$ cat config.mk
export PLATFORM = sky130hd
export DESIGN_NAME = branch_resolve_unit
export DESIGN_NICKNAME = d
export VERILOG_FILES = /design/src/rtl/kamacore_pkg.sv /design/src/rtl/branch_history_table.sv /design/src/rtl/branch_resolve_unit.sv
export SDC_FILE = /design/constraint.sdc
export NUM_CORES = 1
export LEC_CHECK = 0
export ABC_AREA = 1
export CAP_MARGIN = 20
export CORE_UTILIZATION = 26
export CTS_BUF_LIST = sky130_fd_sc_hd__clkbuf_16
export CTS_CLUSTER_SIZE = 28
export DETAILED_ROUTE_END_ITERATION = 8
export HOLD_SLACK_MARGIN = 0.03
export PLACE_DENSITY = 0.48
export SLEW_MARGIN = 20
export SYNTH_ARGS = -nofsm -noshare
export SYNTH_HDL_FRONTEND = slang
export SYNTH_SLANG_ARGS = --single-unit
$ cat constraint.sdc
create_clock -name clk -period 3.71 [get_ports clk]
set_input_delay 0.371 -clock clk [delete_from_list [all_inputs] [get_ports clk]]
set_output_delay 0.371 -clock clk [all_outputs]
set_load 0.05 [all_outputs]
$ cat src/rtl/kamacore_pkg.sv
// Shared core definitions: widths, control-transfer opcodes, branch funct3 codes and
// the 2-bit saturating counter type used by the branch history table.
package kamacore_pkg;

  localparam int CPU_WIDTH = 32;

  localparam logic [6:0] OPCODE_SB_TYPE = 7'b1100011;
  localparam logic [6:0] OPCODE_JAL     = 7'b1101111;
  localparam logic [6:0] OPCODE_JALR    = 7'b1100111;

  // 3'b010 and 3'b011 are deliberately absent: they are not branches.
  typedef enum logic [2:0] {
    F3_BEQ  = 3'b000,
    F3_BNE  = 3'b001,
    F3_BLT  = 3'b100,
    F3_BGE  = 3'b101,
    F3_BLTU = 3'b110,
    F3_BGEU = 3'b111
  } branch_funct3_e;

  typedef logic [1:0] bht_ctr_t;

  localparam bht_ctr_t BHT_INIT = 2'b01;

  function automatic bht_ctr_t bht_next(input bht_ctr_t ctr, input logic taken);
    bht_ctr_t res;
    res = ctr;
    if (taken && ctr != 2'b11) res = ctr + 2'b01;
    else if (!taken && ctr != 2'b00) res = ctr - 2'b01;
    return res;
  endfunction

endpackage

$ cat src/rtl/branch_history_table.sv
// Table of 2-bit saturating direction counters: one asynchronous read port for fetch
// lookup, one saturating update port written at the clock edge.
module branch_history_table
  import kamacore_pkg::*;
#(
  parameter int BHT_DEPTH = 64,
  parameter int IDX_W     = $clog2(BHT_DEPTH)
) (
  input  logic             clk,
  input  logic             rst_n,
  input  logic [IDX_W-1:0] rd_idx,
  output bht_ctr_t         rd_ctr,
  input  logic             upd_en,
  input  logic [IDX_W-1:0] upd_idx,
  input  logic             upd_taken
);

  bht_ctr_t ctr_q [BHT_DEPTH];

  // NOTE: this table is built from flops, not a RAM macro, because every entry must
  // return to weakly-not-taken on reset; a RAM could not be cleared in one edge.
  always_ff @(posedge clk or negedge rst_n) begin
    if (!rst_n) begin
      for (int i = 0; i < BHT_DEPTH; i++) ctr_q[i] <= BHT_INIT;
    end else if (upd_en) begin
      ctr_q[upd_idx] <= bht_next(ctr_q[upd_idx], upd_taken);
    end
  end

  // Read sees the pre-update value when read and update hit the same index.
  assign rd_ctr = ctr_q[rd_idx];

endmodule

$ cat src/rtl/branch_resolve_unit.sv
// One-stage registered branch resolver (B-type, JAL, JALR) with valid/ready on both sides
// and a BHT for fetch prediction. Define BRANCH_STATS_EN to add CTI/mispredict counters.
module branch_resolve_unit
  import kamacore_pkg::*;
#(
  parameter int XLEN      = CPU_WIDTH,
  parameter int BHT_DEPTH = 64
) (
  input  logic            clk,
  input  logic            rst_n,
  input  logic            flush,
  input  logic            in_valid,
  output logic            in_ready,
  input  logic [XLEN-1:0] in_pc,
  input  logic [31:0]     in_instr,
  input  logic [XLEN-1:0] in_rs1,
  input  logic [XLEN-1:0] in_rs2,
  input  logic            in_pred_taken,
  input  logic [XLEN-1:0] in_pred_target,
  output logic            out_valid,
  input  logic            out_ready,
  output logic            out_is_cti,
  output logic            out_taken,
  output logic [XLEN-1:0] out_target,
  output logic [XLEN-1:0] out_next_pc,
  output logic            out_mispredict,
  input  logic [XLEN-1:0] lookup_pc,
  output logic            lookup_taken
`ifdef BRANCH_STATS_EN
  ,
  output logic [31:0]     stat_cti,
  output logic [31:0]     stat_mispredict
`endif
);

  localparam int IDX_W = $clog2(BHT_DEPTH);

  typedef struct packed {
    logic             is_cti;
    logic             is_btype;
    logic             taken;
    logic             mispredict;
    logic [IDX_W-1:0] bht_idx;
    logic [XLEN-1:0]  target;
    logic [XLEN-1:0]  next_pc;
  } result_t;

  result_t         res_d, res_q;
  logic            valid_q;
  logic            accept, out_fire;
  logic [6:0]      opcode;
  logic [2:0]      funct3;
  logic [XLEN-1:0] imm_b, imm_j, imm_i, pc_plus4;
  logic            br_legal, br_cond;
  bht_ctr_t        lookup_ctr;

  assign opcode   = in_instr[6:0];
  assign funct3   = in_instr[14:12];
  assign imm_b    = {{(XLEN-13){in_instr[31]}}, in_instr[31], in_instr[7],
                     in_instr[30:25], in_instr[11:8], 1'b0};
  assign imm_j    = {{(XLEN-21){in_instr[31]}}, in_instr[31], in_instr[19:12],
                     in_instr[20], in_instr[30:21], 1'b0};
  assign imm_i    = {{(XLEN-12){in_instr[31]}}, in_instr[31:20]};
  assign pc_plus4 = in_pc + XLEN'(4);

  // NOTE: every signal written here gets a value before any branch of the case, so no
  // path leaves one unassigned and no latch is inferred.
  always_comb begin
    res_d    = '0;
    br_legal = 1'b1;
    br_cond  = 1'b0;
    case (funct3)
      F3_BEQ:  br_cond = (in_rs1 == in_rs2);
      F3_BNE:  br_cond = (in_rs1 != in_rs2);
      F3_BLT:  br_cond = ($signed(in_rs1) <  $signed(in_rs2));
      F3_BGE:  br_cond = ($signed(in_rs1) >= $signed(in_rs2));
      F3_BLTU: br_cond = (in_rs1 <  in_rs2);
      F3_BGEU: br_cond = (in_rs1 >= in_rs2);
      default: br_legal = 1'b0;
    endcase

    res_d.bht_idx = in_pc[IDX_W+1:2];
    case (opcode)
      OPCODE_SB_TYPE: begin
        if (br_legal) begin
          res_d.is_cti   = 1'b1;
          res_d.is_btype = 1'b1;
          res_d.taken    = br_cond;
          res_d.target   = in_pc + imm_b;
        end
      end
      OPCODE_JAL: begin
        res_d.is_cti = 1'b1;
        res_d.taken  = 1'b1;
        res_d.target = in_pc + imm_j;
      end
      OPCODE_JALR: begin
        if (funct3 == 3'b000) begin
          res_d.is_cti = 1'b1;
          res_d.taken  = 1'b1;
          res_d.target = (in_rs1 + imm_i) & ~XLEN'(1);
        end
      end
      default: ;
    endcase

    res_d.next_pc    = res_d.taken ? res_d.target : pc_plus4;
    // A non-CTI that fetch predicted taken still needs a redirect back to pc+4.
    res_d.mispredict = res_d.is_cti
                     ? ((res_d.taken != in_pred_taken) ||
                        (res_d.taken && (res_d.target != in_pred_target)))
                     : in_pred_taken;
  end

  assign in_ready = !valid_q || out_ready;
  assign accept   = in_valid && in_ready;
  assign out_fire = valid_q && out_ready;

  // NOTE: state registers use non-blocking assignments so every flop samples the
  // pre-edge values, independent of statement order.
  always_ff @(posedge clk or negedge rst_n) begin
    if (!rst_n) begin
      valid_q <= 1'b0;
      res_q   <= '0;
    end else if (flush) begin
      valid_q <= 1'b0;
    end else if (accept) begin
      valid_q <= 1'b1;
      res_q   <= res_d;
    end else if (out_ready) begin
      valid_q <= 1'b0;
    end
  end

  assign out_valid      = valid_q;
  assign out_is_cti     = res_q.is_cti;
  assign out_taken      = res_q.taken;
  assign out_target     = res_q.target;
  assign out_next_pc    = res_q.next_pc;
  assign out_mispredict = res_q.mispredict;

  // Training happens on the output handshake, so a flush in the same cycle does not stop it.
  branch_history_table #(
    .BHT_DEPTH (BHT_DEPTH),
    .IDX_W     (IDX_W)
  ) u_bht (
    .clk       (clk),
    .rst_n     (rst_n),
    .rd_idx    (lookup_pc[IDX_W+1:2]),
    .rd_ctr    (lookup_ctr),
    .upd_en    (out_fire && res_q.is_btype),
    .upd_idx   (res_q.bht_idx),
    .upd_taken (res_q.taken)
  );

  assign lookup_taken = lookup_ctr[1];

  logic unused_bits;
  assign unused_bits = ^{lookup_pc[XLEN-1:IDX_W+2], lookup_pc[1:0], lookup_ctr[0]};

`ifdef BRANCH_STATS_EN
  always_ff @(posedge clk or negedge rst_n) begin
    if (!rst_n) begin
      stat_cti        <= '0;
      stat_mispredict <= '0;
    end else if (out_fire) begin
      stat_cti        <= stat_cti + 32'(res_q.is_cti);
      stat_mispredict <= stat_mispredict + 32'(res_q.mispredict);
    end
  end
`endif

endmodule
After elaboration in Yosys (flattened, before gate mapping)
Cells that the tools add are included.
Word-level totals
  register bits: 203
  input port bits: 198
  output and inout bits: 70
  word-level logic and storage cells: 144
Cells by class
  $add $sub $neg: 6
  order comparisons: 7
  equal/unequal tests: 13
  muxes and demuxes: 27
  bitwise logic cells: 3
  reduce and logical (&&, ||, !) cells: 16
Operators with widths (number)
  bitwise mux 128 bit: 1
  adder 32 bit: 3
  2-to-1 mux 32 bit: 3
  one-hot mux 32 bit (3 select lines): 1
  greater-or-equal comparator 32 bit: 2
  less-than comparator 32 bit: 2
  inequality test 32 bit: 2
  adder 32 x 3 -> 32 bit, second input constant: 1
  equality test 32 bit: 1
  binary-select mux 2 bit (select 6 bit): 2
  equality test 7 bit, second input constant: 3
  2-to-1 mux 2 bit: 8
  greater-or-equal comparator 7 bit, second input constant: 2
  inverter 6 -> 7 bit: 2
  demux 2 bit (select 6 bit): 1
  equality test 3 bit, second input constant: 4
  logical AND 1 bit: 7
  less-than comparator 7 x 1 -> 1 bit, second input constant: 1
  2-to-1 mux 1 bit: 7
  one-hot mux 1 bit (3 select lines): 2
  one-hot mux 1 bit (6 select lines): 1
  OR reduction 6 bit: 1
  equality test 3 x 1 -> 1 bit, second input constant: 1
  zero test 3 bit: 1
  11 further kinds: 13

Depth between registers and ports, before layout
Gate-level depths: netlist (run 1).
  word-level depth: 10
  mapped depth: 24

Modules after synthesis
Synthesis (run 1) repeated with hierarchy kept, for this count alone.
Unflattened totals
  cell total of the unflattened synthesis: 3589
  area total of the unflattened synthesis: 20987.6 µm²
By module, submodules not included
  branch_resolve_unit: times used 1, cells each 2250, area an instance 12460.7 µm², seq. area each 1876.8 µm²
  branch_history_table: times used 1, cells each 1339, area an instance 8526.9 µm², seq. area each 3283.1 µm²

Least setup slack after synthesis (run 1)
OpenSTA, ideal clock, no wires.
  kind: input port to output port
  from: in lookup_pc[2]
  to: out lookup_taken
  data arrival time: 2.359 ns
  required time: 3.339 ns
  path slack: 0.980 ns
  stages on the path: 10
  path buffers: 3
  cell sequence: clkbuf_1 -> inv_1 -> clkbuf_1 -> clkbuf_1 -> o21ai_0 -> o22ai_1 -> nor2_1 -> o22ai_1 -> nor2_1 -> o22ai_1
On the way
  cells in the longest elaborated chain, start to end: 4
RTL lines
  from (decl): RTL line branch_resolve_unit.sv:27  | input logic [XLEN-1:0] lookup_pc,
  inverter 6 -> 7 bit (implied by the code): RTL line branch_history_table.sv:31  | assign rd_ctr = ctr_q[rd_idx];
  binary-select mux 2 bit (select 6 bit): RTL line branch_history_table.sv:31
  2-to-1 mux 2 bit (implied by the code) (2 in a row): RTL line branch_history_table.sv:31
  to (decl): RTL line branch_resolve_unit.sv:28  | output logic lookup_taken
No other way between the ends. The select of a mux whose other input is x is not followed.

Final worst setup path (run 1)
  from: reg res_q[64] (netlist name)
  to: reg u_bht.ctr_q[98] (netlist name)
On the way
  cells in the longest elaborated chain, start to end: 10
  elaborated cells between the ends (all ways): 19
  those cells by class: add/sub (2); order compare (2); eq/ne (1); mux (9); bitwise (1); reduce/logical (4)
RTL lines
  from (decl): RTL line branch_resolve_unit.sv:48  | result_t res_d, res_q;
  from (signal assigned): RTL line branch_resolve_unit.sv:129  | res_q <= res_d;
  inverter 6 -> 7 bit (implied by the code) (*): RTL line branch_history_table.sv:26  | ctr_q[upd_idx] <= bht_next(ctr_q[upd_idx], upd_taken);
  branches (longest 8 deep; another with subtractor 2 x 1 -> 2 bit)
  bitwise mux 128 bit (*): RTL line branch_history_table.sv:26
  to (signal, indexed assignment): RTL line branch_history_table.sv:26
  to (decl): RTL line branch_history_table.sv:18  | bht_ctr_t ctr_q [BHT_DEPTH];
Every way passes the cells marked *. The select of a mux whose other input is x is not followed.
A chain may end at the register's enable or synchronous reset.

==> metrics, run 1 <==
mapped cell area 0.0191 mm²; PostCTS Resize Cnt 0; Post-Place Cells roughly 4,200; via count between 20,000 and 25,000; final HPWL from detailed placement roughly 64,000 µm; Iteration-0 DRC Markers 1,200; Syn Nets ~3,300; final net count between 3,000 and 4,000; Critical-path top delay cell dfrtp_1; clock-pin slew on the worst setup and hold paths approximately 60 ps; initial antenna violation count 4; Critical Path AT a little under 4000 ps; Most common cell on crit path nor2_1; worst-skew pair later-pin latency between 500 and 600 ps; Yosys reg bits approximately 200; Avg WL per Cell ~18 µm; synth-to-layout area growth 24.2%; DRC 0; worst r2r path cells 17; Post-synth ARST share 100%; total gr overflow 0; Worst Path Max Fanout 11; H-tree depth 1; crit end category flip-flop; DRT Pass-1 Iters 5; final WL between 70,000 and 80,000 µm; Final Skew 25.6 ps; Max VDD drop 292 µV; kind of critical path reg -> reg; Initial Utilization 26.5%; PD cells a little under 300 mW/mm²; Fmax just under 300 MHz; Tmin final about 3400 ps; maximum root-to-sink buffer count 3; share of cells above drive strength 1 roughly 10%; fin. max-slew vios 0; fin cells 4,245; P_leak ~0.011 µW; number of global-route vias before repair ~20,000; Tcrit/Tclk final roughly 90%; syn avg cell area 6.32 µm²; DIE AREA between 0.07 and 0.08 mm²; Crit path largest cell delay about 460 ps; CORE AREA roughly 0.07 mm²; row count slightly below 100; Post-synth EDFFs 0; sequential share of the synthesized area 27.0%; HP Class in -> async; setup violators final 0; root buf cell clkbuf_16; Max-Cap Viols 0; top_reg_cell synth dfrtp_1; GPL Wtd Cong a little over 0.9; relative slew slack approximately 54%; Final Hold Fails 0; clock sink count 203; outcome finished clean; count of input and output buffers around 240; first-pass GRT wire length between 100,000 and 150,000 µm; Num CTS Buffers 23; Die Ht about 270 µm; Synth Instances between 3,000 and 4,000; aggregate global-route resource usage between 20% and 30%; ANT nets after route 0; DIE WIDTH roughly 270 µm; CTS tree yes; routed vias/inst between 4 and 5; worst hold slack between 400 and 500 ps; setup tns final 0 ps; Ports 268; Slew @ Worst Pin just under 700 ps; startpoint type of the worst setup path flip-flop; Worst EP required 4160 ps; unrepaired setup endpoints after global routing no; warnings from Yosys 0; CP cell instances inv_2 -> nand3_2 -> inv_1 -> buf_4 -> a221oi_1 -> nand3_1 -> nand2_1 -> nand2_1 -> nor2_1 -> nand2_2 -> ha_1 -> nor2_1 -> nor2_1 -> xor2_4 -> buf_12 -> buf_12 -> o21ai_0; post-synthesis cell type count 50; largest net degree at the start of global routing 76
==> final timing paths <==
path / startpoint / to / slack (ps)
worst min register to register: u_bht.ctr_q[94]$_DFFE_PN1P_ / u_bht.ctr_q[94]$_DFFE_PN1P_ / 480
worst max register to register: res_q[64]$_DFFE_PN0P_ / u_bht.ctr_q[98]$_DFFE_PN1P_ / 280
min in group clk: flush / out_valid$_DFFE_PN0P_ / 450
max in group asynchronous: rst_n / u_bht.ctr_q[106]$_DFFE_PN1P_ / 2340
worst max-delay path: res_q[64]$_DFFE_PN0P_ / u_bht.ctr_q[98]$_DFFE_PN1P_ / 280
worst min-delay path: rst_n / u_bht.ctr_q[9]$_DFFE_PN0P_ / 410
==> flip-flops by register name (all words and copies together) (netlist names) <==
name	count
res_q	7
u_bht.ctr_q	128
out_taken	1
out_mispredict	1
out_target	32
out_next_pc	32
out_is_cti	1
out_valid	1
==> placed cells by master, fill, tap and decap left out, drive strengths merged, types with 25 or more instances in the layout <==
cell and instances:
a21oi 100, buf 129, clkdlybuf4s50 238, dfrtp 139
dfstp 64, ha 108, inv 418, nand2 1015
nand3 311, nand3b 25, nand4 62, nor2 252
nor3 29, o21ai 226
==> synthesized netlist by cell type, types with 10 or more instances <==
master | count | area [µm²]
nand2_1 | 1011 | 3790
inv_1 | 403 | 1510
nand3_1 | 305 | 1530
nor2_1 | 246 | 923
dfrtp_1 | 139 | 3480
ha_1 | 108 | 1350
o21ai_0 | 105 | 526
a21oi_1 | 100 | 500
buf_4 | 72 | 541
dfstp_2 | 64 | 1680
nand4_1 | 62 | 388
o21ai_2 | 61 | 534
o21ai_1 | 60 | 300
clkbuf_1 | 27 | 101
nand3b_1 | 25 | 188
buf_2 | 24 | 120
a22oi_1 | 21 | 158
nor3_1 | 20 | 100
o22ai_1 | 16 | 100
xor2_1 | 15 | 131
a221oi_1 | 12 | 105
inv_2 | 11 | 41.3
o211ai_1 | 10 | 75.1
o221ai_1 | 10 | 87.6
==> power breakdown <==
group | switching, µW | total [µW] | internal, µW | leakage [µW]
Sequential | 110 | 2410 | 2300 | 0.00252
Combinational | 1530 | 2350 | 828 | 0.00858
Clock | 978 | 2190 | 1210 | 0.000357
==> area by class of cell <==
cell class | instances | area, µm²
fill | 8056 | 48400
multi-input combinational | 2266 | 11500
sequential | 203 | 5160
timing repair buffer | 368 | 3580
inverter | 415 | 1560
tap | 950 | 1190
clock buffer | 23 | 576
clock inverter | 19 | 131
antenna | 1 | 2.50
==> metal layers <==
layer / track usage, % / vias up / wire length, µm
li1: - / 10300 / -
met1: 26.0 / 9376 / 33600
met2: 36.7 / 509 / 37700
met3: 2.35 / 97 / 3700
met4: 5.87 / 6 / 2110
met5: 0 / - / 41
==> what timing repair did <==
item	CTS	global route
hold buffers	1	0
setup buffers	0	0
hold endpoints to repair	49	0
==> worst max-delay path: cells and delay by family, from the launching register on <==
| kind | cells | cell delay (ps) |
|---|---|---|
| simple gates | 8 | 1000 |
| buf+inv | 5 | 980 |
| compound gates | 2 | 480 |
| flops | 1 | 460 |
| fa+ha+maj | 1 | 200 |
| xor+xnor | 1 | 200 |
==> metrics by stage <==
step	worst slack, ps	util, %	power (µW)	area (µm²)
floorplan	980	-	3860	19100
global placement	23.9	31.9	4790	23000
detailed placement	29.0	31.9	4790	23000
CTS	302	32.9	7010	23700
global route	12.1	32.9	7340	23700
finish	279	32.9	6950	23700
==> logic make-up (layout without fill, tap and decap cells) <==
group,after synthesis,count (layout),synth area share (%)
compound gates,421,421,13.7
xor+xnor,25,25,1.25
fa+ha+maj,111,111,7.39
buf+inv,550,825,12.7
flops,203,203,27.0
other cells,0,1,0
simple gates,1709,1709,37.9
Note: power is estimated with default switching activity, not from simulation.
==> run 2, diff against run 1 <==
GPL_ROUTABILITY_DRIVEN = 0   (was default)
==> metrics, run 2 (synthesized netlist as in run 1, its figures left out) <==
Util after Layout about a third; Fmax just over 300 MHz; CORE AREA 0.0721 mm²; DIE AREA around 0.075 mm²; DRC 0; Num CTS Buffers 25; outcome finished clean; Critical-path top delay cell dfrtp_1; Int Pwr between 4000 and 5000 µW; P_leak ~0.012 µW; worst-skew pair later-pin latency ~540 ps; row count 98; Die Ht roughly 270 µm; Final Skew 10.7 ps; # fillers 8,029; Worst Path Max Fanout 16; H-tree depth 1; synth-to-layout area growth 24.7%; setup violators final 0; CP cell instances inv_2 -> nand3_2 -> inv_2 -> nand2_1 -> o21ai_0 -> a221oi_1 -> nand4_1 -> nand2_1 -> nand2_1 -> nor2_2 -> nand3_2 -> inv_1 -> ha_1 -> nor2_1 -> nor2_1 -> xor2_4 -> buf_12 -> buf_12 -> o21ai_2; final HPWL from detailed placement about 63,000 µm; Max-Cap Viols 0; slack of the worst reg-to-reg path about 430 ps; Initial Utilization between 20% and 30%; Ports roughly 270; relative slew slack 52.4%; root buf cell clkbuf_16; HP Class in -> reg; Avg WL per Cell approximately 18 µm; kind of critical path reg -> reg; clock group share of total power 34.2%; unrepaired setup endpoints after global routing no; share of cells above drive strength 1 around a tenth; first-pass GRT wire length between 100,000 and 150,000 µm; Critical Path AT around 3700 ps; Crit path max-delay family simple AND/OR/NAND/NOR gates; maximum root-to-sink buffer count 3; Worst EP required 4170 ps; sw power 2620 µW; Iteration-0 DRC Markers approximately 1,400; Hold Path End out_valid$_DFFE_PN0P_; PD cells between 300 and 400 mW/mm²; WP buf/inv 5; Most common cell on crit path nand2_1; total gr overflow 0; routed vias/inst 4.81; RR Startpoint res_q[66]$_DFFE_PN0P_; Final Hold Fails 0; reg2reg end u_bht.ctr_q[62]$_DFFE_PN1P_; Max VDD drop approximately 370 µV; setup tns final 0 ps; setup ws final 428 ps; worst r2r path cells 19; final WL ~77,000 µm; number of global-route vias before repair roughly 20,000; Crit path largest cell delay roughly 480 ps; hold path depth 2; sequential power share approximately 33%; power share of the combinational group 32.5%; DRT Pass-1 Iters 7; multi-input logic area 0.0115 mm²; # Post-CTS Setup Buffers 0; startpoint type of the worst setup path flip-flop; count of input and output buffers around 240; most frequent cells in the layout nand2_1 (1,011), inv_1 (412), nand3_1 (305); final net count 3,590; fin. max-slew vios 0; crit end category flip-flop; CTS tree yes; FF/Latch Area slightly above 0.005 mm²; ANT nets after route 0; Tmin final 3280 ps; Tcrit/Tclk final approximately nine tenths; sw frac a little over a third; hold_sp flush; aggregate global-route resource usage just over 20%; initial antenna violation count 3; DIE WIDTH about 270 µm; max reg flops roughly 130; clock-pin slew on the worst setup and hold paths approximately 60 ps; Slew @ Worst Pin between 700 and 800 ps; Place WS between 70 and 80 ps; Biggest register u_bht.ctr_q; largest net degree at the start of global routing between 90 and 100; clock sink count ~200; most common cell after layout, fill and taps aside nand2_1; via count a little over 20,000; Diodes inserted 0
==> run 2: final cells by class <==
cell class,instances,area share [%]
inverters,415,6.54
clock buffers,25,2.63
flip-flops and latches,203,21.7
multi-input cells,2266,48.4
clock inverters,21,0.810
well taps,950,4.99
repair buffers,370,15.0
==> run 2: layer usage <==
| metal | vias to the layer above | track usage, % | part of all wire [%] |
|---|---|---|---|
| met4 | 4 | 5.42 | 2.6 |
| met3 | 87 | 1.53 | 4.5 |
| met2 | 563 | 36.5 | 49 |
| met1 | 9491 | 26.3 | 44 |
| li1 | 10300 | - | - |
| met5 | - | 0 | 0.030 |
==> run 2: metrics by stage <==
stage / cells / total power [µW] / cell area, µm² / hold slack, ps
floorplan: 3019 / 3860 / 19100 / 75.4
global placement: 4203 / 4780 / 23000 / 454
detailed placement: 4203 / 4790 / 23000 / 456
CTS: 4250 / 7310 / 23800 / 414
global route: 4250 / 7630 / 23800 / 426
finish: 4250 / 7240 / 23800 / 432
==> run 2: power groups by stage <==
stage	registers (µW)	clock network, µW	logic (µW)
after floorplan	2390	0	1470
after global placement	2440	0	2340
after detailed placement	2440	0	2350
after CTS	2410	2550	2360
after global routing	2410	2630	2580
final	2410	2470	2360
==> run 2: how the worst max path moves through the flow <==
stage	slack [ps]	cells after the start	from	to
after floorplan	980	10	lookup_pc[2]	lookup_taken
after global placement	30	21	in_instr[28]	out_mispredict$_DFFE_PN0P_
after detailed placement	70	23	in_pc[1]	out_mispredict$_DFFE_PN0P_
after CTS	430	19	res_q[66]$_DFFE_PN0P_	u_bht.ctr_q[62]$_DFFE_PN1P_
after global routing	160	19	res_q[66]$_DFFE_PN0P_	u_bht.ctr_q[6]$_DFFE_PN1P_
final	430	19	res_q[66]$_DFFE_PN0P_	u_bht.ctr_q[62]$_DFFE_PN1P_
==> run 2: what timing repair did <==
action                     CTS  global route
hold endpoints to repair    53             0
hold buffers                 1             0
resized for setup            0             0
setup endpoints to repair    0             0
